[config.mk]
export PLATFORM = sky130hd
export DESIGN_NAME = hazard_ctrl
export DESIGN_NICKNAME = d
export VERILOG_FILES = /design/src/rtl/hazard_pkg.sv /design/src/rtl/hazard_ctrl_fwd_unit.sv /design/src/rtl/hazard_ctrl.sv
export SDC_FILE = /design/constraint.sdc
export NUM_CORES = 1
export LEC_CHECK = 0
export ABC_AREA = 1
export CAP_MARGIN = 20
export CORE_MARGIN = 8
export CORE_UTILIZATION = 50
export CTS_CLUSTER_SIZE = 8
export DETAILED_ROUTE_END_ITERATION = 16
export PLACE_DENSITY_LB_ADDON = 0.12
export SLEW_MARGIN = 10
export SYNTH_ARGS = -nofsm -noshare
export SYNTH_HDL_FRONTEND = slang
export SYNTH_SLANG_ARGS = --single-unit
export TNS_END_PERCENT = 5
[constraint.sdc]
create_clock -name clk -period 2.3 [get_ports clk]
set_input_delay 0.345 -clock clk [delete_from_list [all_inputs] [get_ports clk]]
set_output_delay 0.345 -clock clk [all_outputs]
set_load 0.05 [all_outputs]
[src/rtl/hazard_pkg.sv]
// Shared definitions for the pipeline hazard controller: FSM state encoding,
// forwarding-select codes, register address width and the register match rule.
package hazard_pkg;

    localparam int REG_ADDR_W = 3;

    typedef enum logic [1:0] {
        RUN      = 2'd0,
        BR_FLUSH = 2'd1,
        MEM_WAIT = 2'd2,
        ERR      = 2'd3
    } state_t;

    localparam logic [1:0] FWD_RF  = 2'b00;
    localparam logic [1:0] FWD_WB  = 2'b01;
    localparam logic [1:0] FWD_MEM = 2'b10;

    // Two register numbers refer to the same live value. With r0_zero set,
    // register 0 is hard-wired and never carries a dependency.
    function automatic logic reg_match(input logic [REG_ADDR_W-1:0] a,
                                       input logic [REG_ADDR_W-1:0] b,
                                       input logic                  r0_zero);
        return (a == b) && !(r0_zero && (a == '0));
    endfunction

endpackage

[src/rtl/hazard_ctrl_fwd_unit.sv]
// Combinational ALU operand forwarding comparator. The EX/MEM result is
// younger than the MEM/WB result, so it takes precedence.
module fwd_unit
    import hazard_pkg::*;
#(
    parameter int R0_ZERO = 1
) (
    input  logic [REG_ADDR_W-1:0] ex_rs1,
    input  logic [REG_ADDR_W-1:0] ex_rs2,
    input  logic [REG_ADDR_W-1:0] mem_rd,
    input  logic                  mem_regwrite,
    input  logic [REG_ADDR_W-1:0] wb_rd,
    input  logic                  wb_regwrite,
    output logic [1:0]            fwd_a,
    output logic [1:0]            fwd_b
);

    localparam logic R0 = (R0_ZERO != 0);

    // Pick the youngest in-flight producer for each EX source operand.
    always_comb begin
        fwd_a = FWD_RF;
        fwd_b = FWD_RF;
        if (mem_regwrite && reg_match(mem_rd, ex_rs1, R0)) fwd_a = FWD_MEM;
        else if (wb_regwrite && reg_match(wb_rd, ex_rs1, R0)) fwd_a = FWD_WB;
        if (mem_regwrite && reg_match(mem_rd, ex_rs2, R0)) fwd_b = FWD_MEM;
        else if (wb_regwrite && reg_match(wb_rd, ex_rs2, R0)) fwd_b = FWD_WB;
    end

endmodule

[src/rtl/hazard_ctrl.sv]
// Pipeline sequencing controller for the 5-stage 16-bit core: load-use
// stalls, taken-branch squash, data-memory wait stalls with a timeout
// watchdog, and ALU forwarding selects. State updates on the falling clock
// edge together with the pipeline registers.
// Optional: define HAZARD_PERF_CNT_EN to add three saturating event counters.
module hazard_ctrl
    import hazard_pkg::*;
#(
    parameter int BR_FLUSH_CYCLES = 1,
    parameter int MEM_TIMEOUT     = 255,
    parameter int R0_ZERO         = 1
) (
    input  logic                  clk,
    input  logic                  rst,
    input  logic [REG_ADDR_W-1:0] id_rs1,
    input  logic [REG_ADDR_W-1:0] id_rs2,
    input  logic                  id_use_rs1,
    input  logic                  id_use_rs2,
    input  logic [REG_ADDR_W-1:0] ex_rs1,
    input  logic [REG_ADDR_W-1:0] ex_rs2,
    input  logic [REG_ADDR_W-1:0] ex_rd,
    input  logic                  ex_memread,
    input  logic                  ex_regwrite,
    input  logic [REG_ADDR_W-1:0] mem_rd,
    input  logic                  mem_regwrite,
    input  logic [REG_ADDR_W-1:0] wb_rd,
    input  logic                  wb_regwrite,
    input  logic                  branch_taken,
    input  logic                  mem_req,
    input  logic                  mem_ready,
    output logic                  pc_stall,
    output logic                  ifid_stall,
    output logic                  idex_stall,
    output logic                  exmem_stall,
    output logic                  ifid_flush,
    output logic                  idex_flush,
    output logic                  memwb_flush,
    output logic [1:0]            fwd_a,
    output logic [1:0]            fwd_b,
    output logic                  err,
`ifdef HAZARD_PERF_CNT_EN
    output logic [15:0]           lu_stall_cnt,
    output logic [15:0]           br_flush_cnt,
    output logic [15:0]           mem_wait_cnt,
`endif
    output state_t                dbg_state
);

    localparam logic R0 = (R0_ZERO != 0);

    // Memory handshake: mem_req marks an active MEM-stage access; the access
    // completes in the cycle where mem_req (or an already-pending wait) sees
    // mem_ready = 1. While mem_ready stays low the pipeline is frozen.

    state_t      state, state_n;
    logic [15:0] cnt, cnt_n;
    logic [2:0]  brcnt, brcnt_n;
    logic [1:0]  fwd_a_raw, fwd_b_raw;
    logic        mem_wait_req;
    logic        load_use;

    assign mem_wait_req = mem_req && !mem_ready;
    assign load_use     = ex_memread && ex_regwrite &&
                          ((id_use_rs1 && reg_match(ex_rd, id_rs1, R0)) ||
                           (id_use_rs2 && reg_match(ex_rd, id_rs2, R0)));
    assign dbg_state    = state;

    fwd_unit #(.R0_ZERO(R0_ZERO)) u_fwd (
        .ex_rs1       (ex_rs1),
        .ex_rs2       (ex_rs2),
        .mem_rd       (mem_rd),
        .mem_regwrite (mem_regwrite),
        .wb_rd        (wb_rd),
        .wb_regwrite  (wb_regwrite),
        .fwd_a        (fwd_a_raw),
        .fwd_b        (fwd_b_raw)
    );

    // Forwarding is suppressed in reset and once the controller has failed.
    assign fwd_a = (rst || state == ERR) ? FWD_RF : fwd_a_raw;
    assign fwd_b = (rst || state == ERR) ? FWD_RF : fwd_b_raw;

    // State, wait counter and branch-flush counter registers.
    always_ff @(negedge clk or posedge rst) begin
        if (rst) begin
            state <= RUN;
            cnt   <= '0;
            brcnt <= '0;
        end else begin
            state <= state_n;
            cnt   <= cnt_n;
            brcnt <= brcnt_n;
        end
    end

    // Next-state and stall/flush decode; a memory wait beats a branch, which beats load-use.
    always_comb begin
        state_n     = state;
        cnt_n       = cnt;
        brcnt_n     = brcnt;
        pc_stall    = 1'b0;
        ifid_stall  = 1'b0;
        idex_stall  = 1'b0;
        exmem_stall = 1'b0;
        ifid_flush  = 1'b0;
        idex_flush  = 1'b0;
        memwb_flush = 1'b0;
        err         = 1'b0;
        case (state)
            RUN: begin
                if (mem_wait_req) begin
                    {pc_stall, ifid_stall, idex_stall, exmem_stall} = 4'hF;
                    memwb_flush = 1'b1;
                    state_n     = MEM_WAIT;
                    cnt_n       = 16'd1;
                end else if (branch_taken) begin
                    ifid_flush = 1'b1;
                    idex_flush = 1'b1;
                    if (BR_FLUSH_CYCLES > 1) begin
                        state_n = BR_FLUSH;
                        brcnt_n = 3'(BR_FLUSH_CYCLES - 1);
                    end
                end else if (load_use) begin
                    pc_stall   = 1'b1;
                    ifid_stall = 1'b1;
                    idex_flush = 1'b1;
                end
            end
            BR_FLUSH: begin
                if (mem_wait_req) begin
                    {pc_stall, ifid_stall, idex_stall, exmem_stall} = 4'hF;
                    memwb_flush = 1'b1;
                    state_n     = MEM_WAIT;
                    cnt_n       = 16'd1;
                    brcnt_n     = '0;
                end else begin
                    ifid_flush = 1'b1;
                    idex_flush = 1'b1;
                    if (brcnt <= 3'd1) begin
                        state_n = RUN;
                        brcnt_n = '0;
                    end else begin
                        brcnt_n = brcnt - 3'd1;
                    end
                end
            end
            MEM_WAIT: begin
                if (mem_ready) begin
                    state_n = RUN;
                    cnt_n   = '0;
                end else begin
                    {pc_stall, ifid_stall, idex_stall, exmem_stall} = 4'hF;
                    memwb_flush = 1'b1;
                    if (cnt >= 16'(MEM_TIMEOUT)) state_n = ERR;
                    if (cnt != 16'hFFFF) cnt_n = cnt + 16'd1;
                end
            end
            default: begin
                {pc_stall, ifid_stall, idex_stall, exmem_stall} = 4'hF;
                err = 1'b1;
            end
        endcase
        if (rst) begin
            pc_stall    = 1'b0;
            ifid_stall  = 1'b0;
            idex_stall  = 1'b0;
            exmem_stall = 1'b0;
            ifid_flush  = 1'b0;
            idex_flush  = 1'b0;
            memwb_flush = 1'b0;
            err         = 1'b0;
        end
    end

`ifdef HAZARD_PERF_CNT_EN
    // Event counters: load-use is the only case stalling PC without EX/MEM,
    // IF/ID flush only comes from branches, MEM/WB flush only from memory waits.
    always_ff @(negedge clk or posedge rst) begin
        if (rst) begin
            lu_stall_cnt <= '0;
            br_flush_cnt <= '0;
            mem_wait_cnt <= '0;
        end else begin
            if (pc_stall && !exmem_stall && lu_stall_cnt != 16'hFFFF)
                lu_stall_cnt <= lu_stall_cnt + 16'd1;
            if (ifid_flush && br_flush_cnt != 16'hFFFF)
                br_flush_cnt <= br_flush_cnt + 16'd1;
            if (memwb_flush && mem_wait_cnt != 16'hFFFF)
                mem_wait_cnt <= mem_wait_cnt + 16'd1;
        end
    end
`endif

endmodule

# Word-level counts from Yosys, hierarchy flattened
# Index checks and enable logic that the tools add are counted.
# classes
addsub	2
n_lt_le_gt_ge	2
n_eq_ne	15
n_mux	40
reduce_logical	31
# ops
operator	count
16-bit two-way mux	3
16-bit one-hot mux with 2 select lines	1
1-bit two-way mux	19
3-bit == test	6
2-bit two-way mux	9
16-bit by 1-bit adder with 16-bit output, second input constant	1
16-bit by 8-bit greater-or-equal comparator with 1-bit output, second input constant	1
16-bit inequality test, second input constant	1
1-bit logical AND	15
3-bit zero test	3
3-bit inequality test, second input constant	3
1-bit one-hot mux with 2 select lines	4
3-bit two-way mux	2
2-bit one-hot mux with 3 select lines	1
2-bit == test, second input constant	2
1-bit zero test	4
4-bit AND reduction	1
3-bit by 1-bit less-or-equal comparator with 1-bit output, second input constant	1
1-bit one-hot mux with 3 select lines	1
3-bit AND reduction	1
3-bit nonzero test	1
3-bit OR reduction	1
3-bit by 1-bit subtractor with 3-bit output, second input constant	1
2-bit by 1-bit == test with 1-bit output, second input constant	1
6 further kinds	7
# word_totals
regBits	21
inputBits	32

# Logic depth before layout (Yosys ltp)
# logic_depth
ltp_word	11
mapped_depth	11
ltp_nobuf	11

# Cells and area by module
# From an unflattened synthesis, not the netlist that was laid out.
# hier_totals
hier_cells	328
hier_area_um2	2009.4
# by_module_without_submodules
mod	instances	cells_per_inst	area_each_um2
hazard_ctrl	1	273	1775.5
fwd_unit	1	55	234.0

==> results by group <==
Worst setup path
  – Critical path's slowest cell: dfrtn_1
  – CP Cell Sequence: buf_4 > buf_4 > ha_2 > nor2_4 > a21oi_4 > buf_12
  – Crit Path Class: flop to output pin
  – Largest delay share family, worst path: flip-flops
  – Worst Path Required: 1.96 ns
  – Critical path arrival: 2.89 ns
  – Crit. End Element: output pin
  – Max incr delay on CP: 0.55 ns
  – Top cell by count, worst path: buf_4
  – CP max FO: 5
  – Count of buffer and inverter cells on the critical path: 3
  – CP startpoint kind: flop

Placement
  – Area post-placement: 2720 um^2
  – Gpl congestion: 0.912
  – PortBufs: 45
  – Hpwl dp: 4.35 mm
  – Dpl ws: -0.707 ns

Global routing
  – Pin count of the biggest net entering global routing: 23
  – Initial antenna violation count: 0
  – GR Util met1: 20.7%
  – Vias in the first global route: 2231
  – GR Util met2: 33.9%
  – GR peak layer: met2
  – Total GRT Usage: 19.3%
  – Met3 Track Usage GR: 5.41%
  – First-pass GRT wire length: 9.78 mm
  – Grt total ovfl: 0

Cells and area
  – Ratio of cells with drive above 1 in the final layout: 26.5%
  – Ant diodes: 0
  – Net count, final: 400
  – Design Area, Final: 2950 um^2
  – Synth-to-Final Area Change: 55.3%
  – Fin util: 80.5%

Clocking
  – Clock Pin Slew Worst Setup and Hold Paths: 0.06 ns
  – Worst skew pair latency: 0.28 ns
  – Hold-fix buffers, CTS: 0
  – Clock Tree Root: clkbuf_8
  – CTS tree: yes
  – H-tree Lvls: 1
  – Clock tree buffer depth: 2
  – Clock buffer count from CTS: 3
  – TritonCTS Sinks: 21

Yosys
  – Syn Nets: 330
  – Syn_area_per_cell: 6.54 um^2
  – Sequential area share after synthesis: 27.7%
  – Post-Synthesis Cells: 290
  – Synth warn: 0
  – Yosys cell types: 33
  – #FFs+latches synth: 21
  – Post-Syn Area: 1900 um^2

Route
  – Routed vias/inst: 5.23
  – DRT iter0 DRCs: 125
  – Pre-antenna DRT Iters: 4
  – Vias post-DR: 2129
  – Routed WL: 5.75 mm
  – DRC: 0
  – WL per Instance: 14.1 um
  – Final ANT Viol Nets: 0

Timing
  – RSZ-0062 raised after global routing: yes
  – TNS Setup: -11.42 ns
  – Slew HR: 80.0%
  – Layout Skew: 0.00611 ns
  – Final Hold Fails: 0
  – Final WS setup: -0.933 ns
  – Final Max Tran Viols: 0
  – Least-Margin Pin Slew: 0.298 ns
  – Count of final setup violators: 26

Pwr
  – Overall Power: 2.76 mW
  – Pwr per Cell Area: 937 nW/um^2
  – Peak supply drop: 0.984 mV
  – Pleak: 1.34 nW

Floorplan
  – IO Pins: 46
  – Site Rows: 22
  – Chip height: 77.6 um
  – CORE AREA: 3660 um^2
  – Area of the die: 6020 um^2
  – Die X: 77.6 um
  – Starting Density: 51.8%

Outcome
  – Failing checks: negative setup slack
  – Status: finished with violations

Hold path
  – Worst min path class: flop to flop

Run
  – Max-Cap Viols: 0
stage by stage:
step                      hold WS [ns]  instances
final                            0.483        407
after global routing             0.528        407
after CTS                        0.481        406
after detailed placement         0.478        399
after global placement           0.474        399
after floorplan                  0.439        290
repair_timing:
action,4_1_cts,5_1_grt
buffers inserted,3,1
gates resized for setup,38,12
pin swaps,15,8
endpoints found under the setup margin,35,31
worst paths after layout:
check                                          from                  end  slack (ns)  depth (start not counted)
setup / recovery           dbg_state[0]$_DFFE_NP0P_             pc_stall       -0.93                          6
hold / removal                   cnt[1]$_DFFE_NP0P_   cnt[1]$_DFFE_NP0P_        0.48                          2
setup reg to reg                 cnt[0]$_DFFE_NP0P_  cnt[14]$_DFFE_NP0P_        0.23                         11
hold reg to reg                  cnt[1]$_DFFE_NP0P_   cnt[1]$_DFFE_NP0P_        0.48                          2
max in group asynchronous                       rst  cnt[10]$_DFFE_NP0P_        0.62                          3
min in group asynchronous                       rst  cnt[13]$_DFFE_NP0P_        1.51                          3
cell usage in the layout, fill, tap and decap left out, types with 4 or more instances in the layout:
cell             Yosys  routed
a21oi_1             11       9
buf_12               0      16
buf_4                3      19
buf_6                2       5
clkdlybuf4s50_1      0      29
dfrtn_1             21      21
inv_1               41      36
inv_2                1       5
nand2_1             78      72
nand2_2              1       4
nand2_4              2       5
nand3_1             13      11
nand3_2              5       7
nand4_1              8       8
nor2_1              44      36
nor2_2               1       6
nor2_4               2       5
nor3_1               6       5
o21ai_0             10       7
o21ai_2              3       6
xnor2_1              7       7
xor2_1               6       6
tightest hold or removal path: stages, from the launching register on:
cell,delay (ns)
dfrtn_1,0.44
nand2_1,0.06
o21ai_0,0.07
area by class of cell:
cell class	instances	area, um^2
well taps	48	60.1
inverters	43	166
flip-flops and latches	21	526
multi-input cells	220	1330
clock inverters	1	5.00
clock buffers	3	41.3
repair buffers	71	820
fillers	250	716
power by group:
part / internal (mW) / switching [mW]
combinational: 0.925 / 1.06
sequential: 0.441 / 0.0800
clock: 0.121 / 0.135
state kept, by name, summed over array words and instances (netlist names):
name and flops:
cnt 16, brcnt 3, dbg_state 2
layer usage:
metal	part of all wire [%]	up-vias	wire (um)
li1	-	1060	-
met1	39	970	2220
met2	51	84	2960
met3	7.3	15	420
met4	2.5	0	143
met5	0	-	0
cells in the mapped netlist, drive strengths merged:
cell    count  area share (%)
inv        43             8.6
nor2       47              10
o22ai       3            0.99
buf         6             2.6
xor2        6             2.8
a21oi      12             3.4
nand4       8             2.6
o21bai      1            0.40
nand3      18             6.1
o21a        2            0.79
nor3b       1            0.40
o21ai      14             4.3
ha          8             5.3
and3        1            0.33
a31oi       1            0.33
nor3        6             1.6
nand3b      1            0.40
dfrtn      21              28
xnor2       7             3.2
nor4        3            0.99
nand2      81              17
cell families after synthesis:
logic type | synth area share, %
AO/OA/AOI/OAI | 10.2
XOR/XNOR | 6.00
adder cells (fa/ha/maj) | 5.28
buffers and inverters | 11.3
flip-flops | 27.7
AND/OR/NAND/NOR | 39.6
Note: power is estimated with default switching activity, not from simulation.
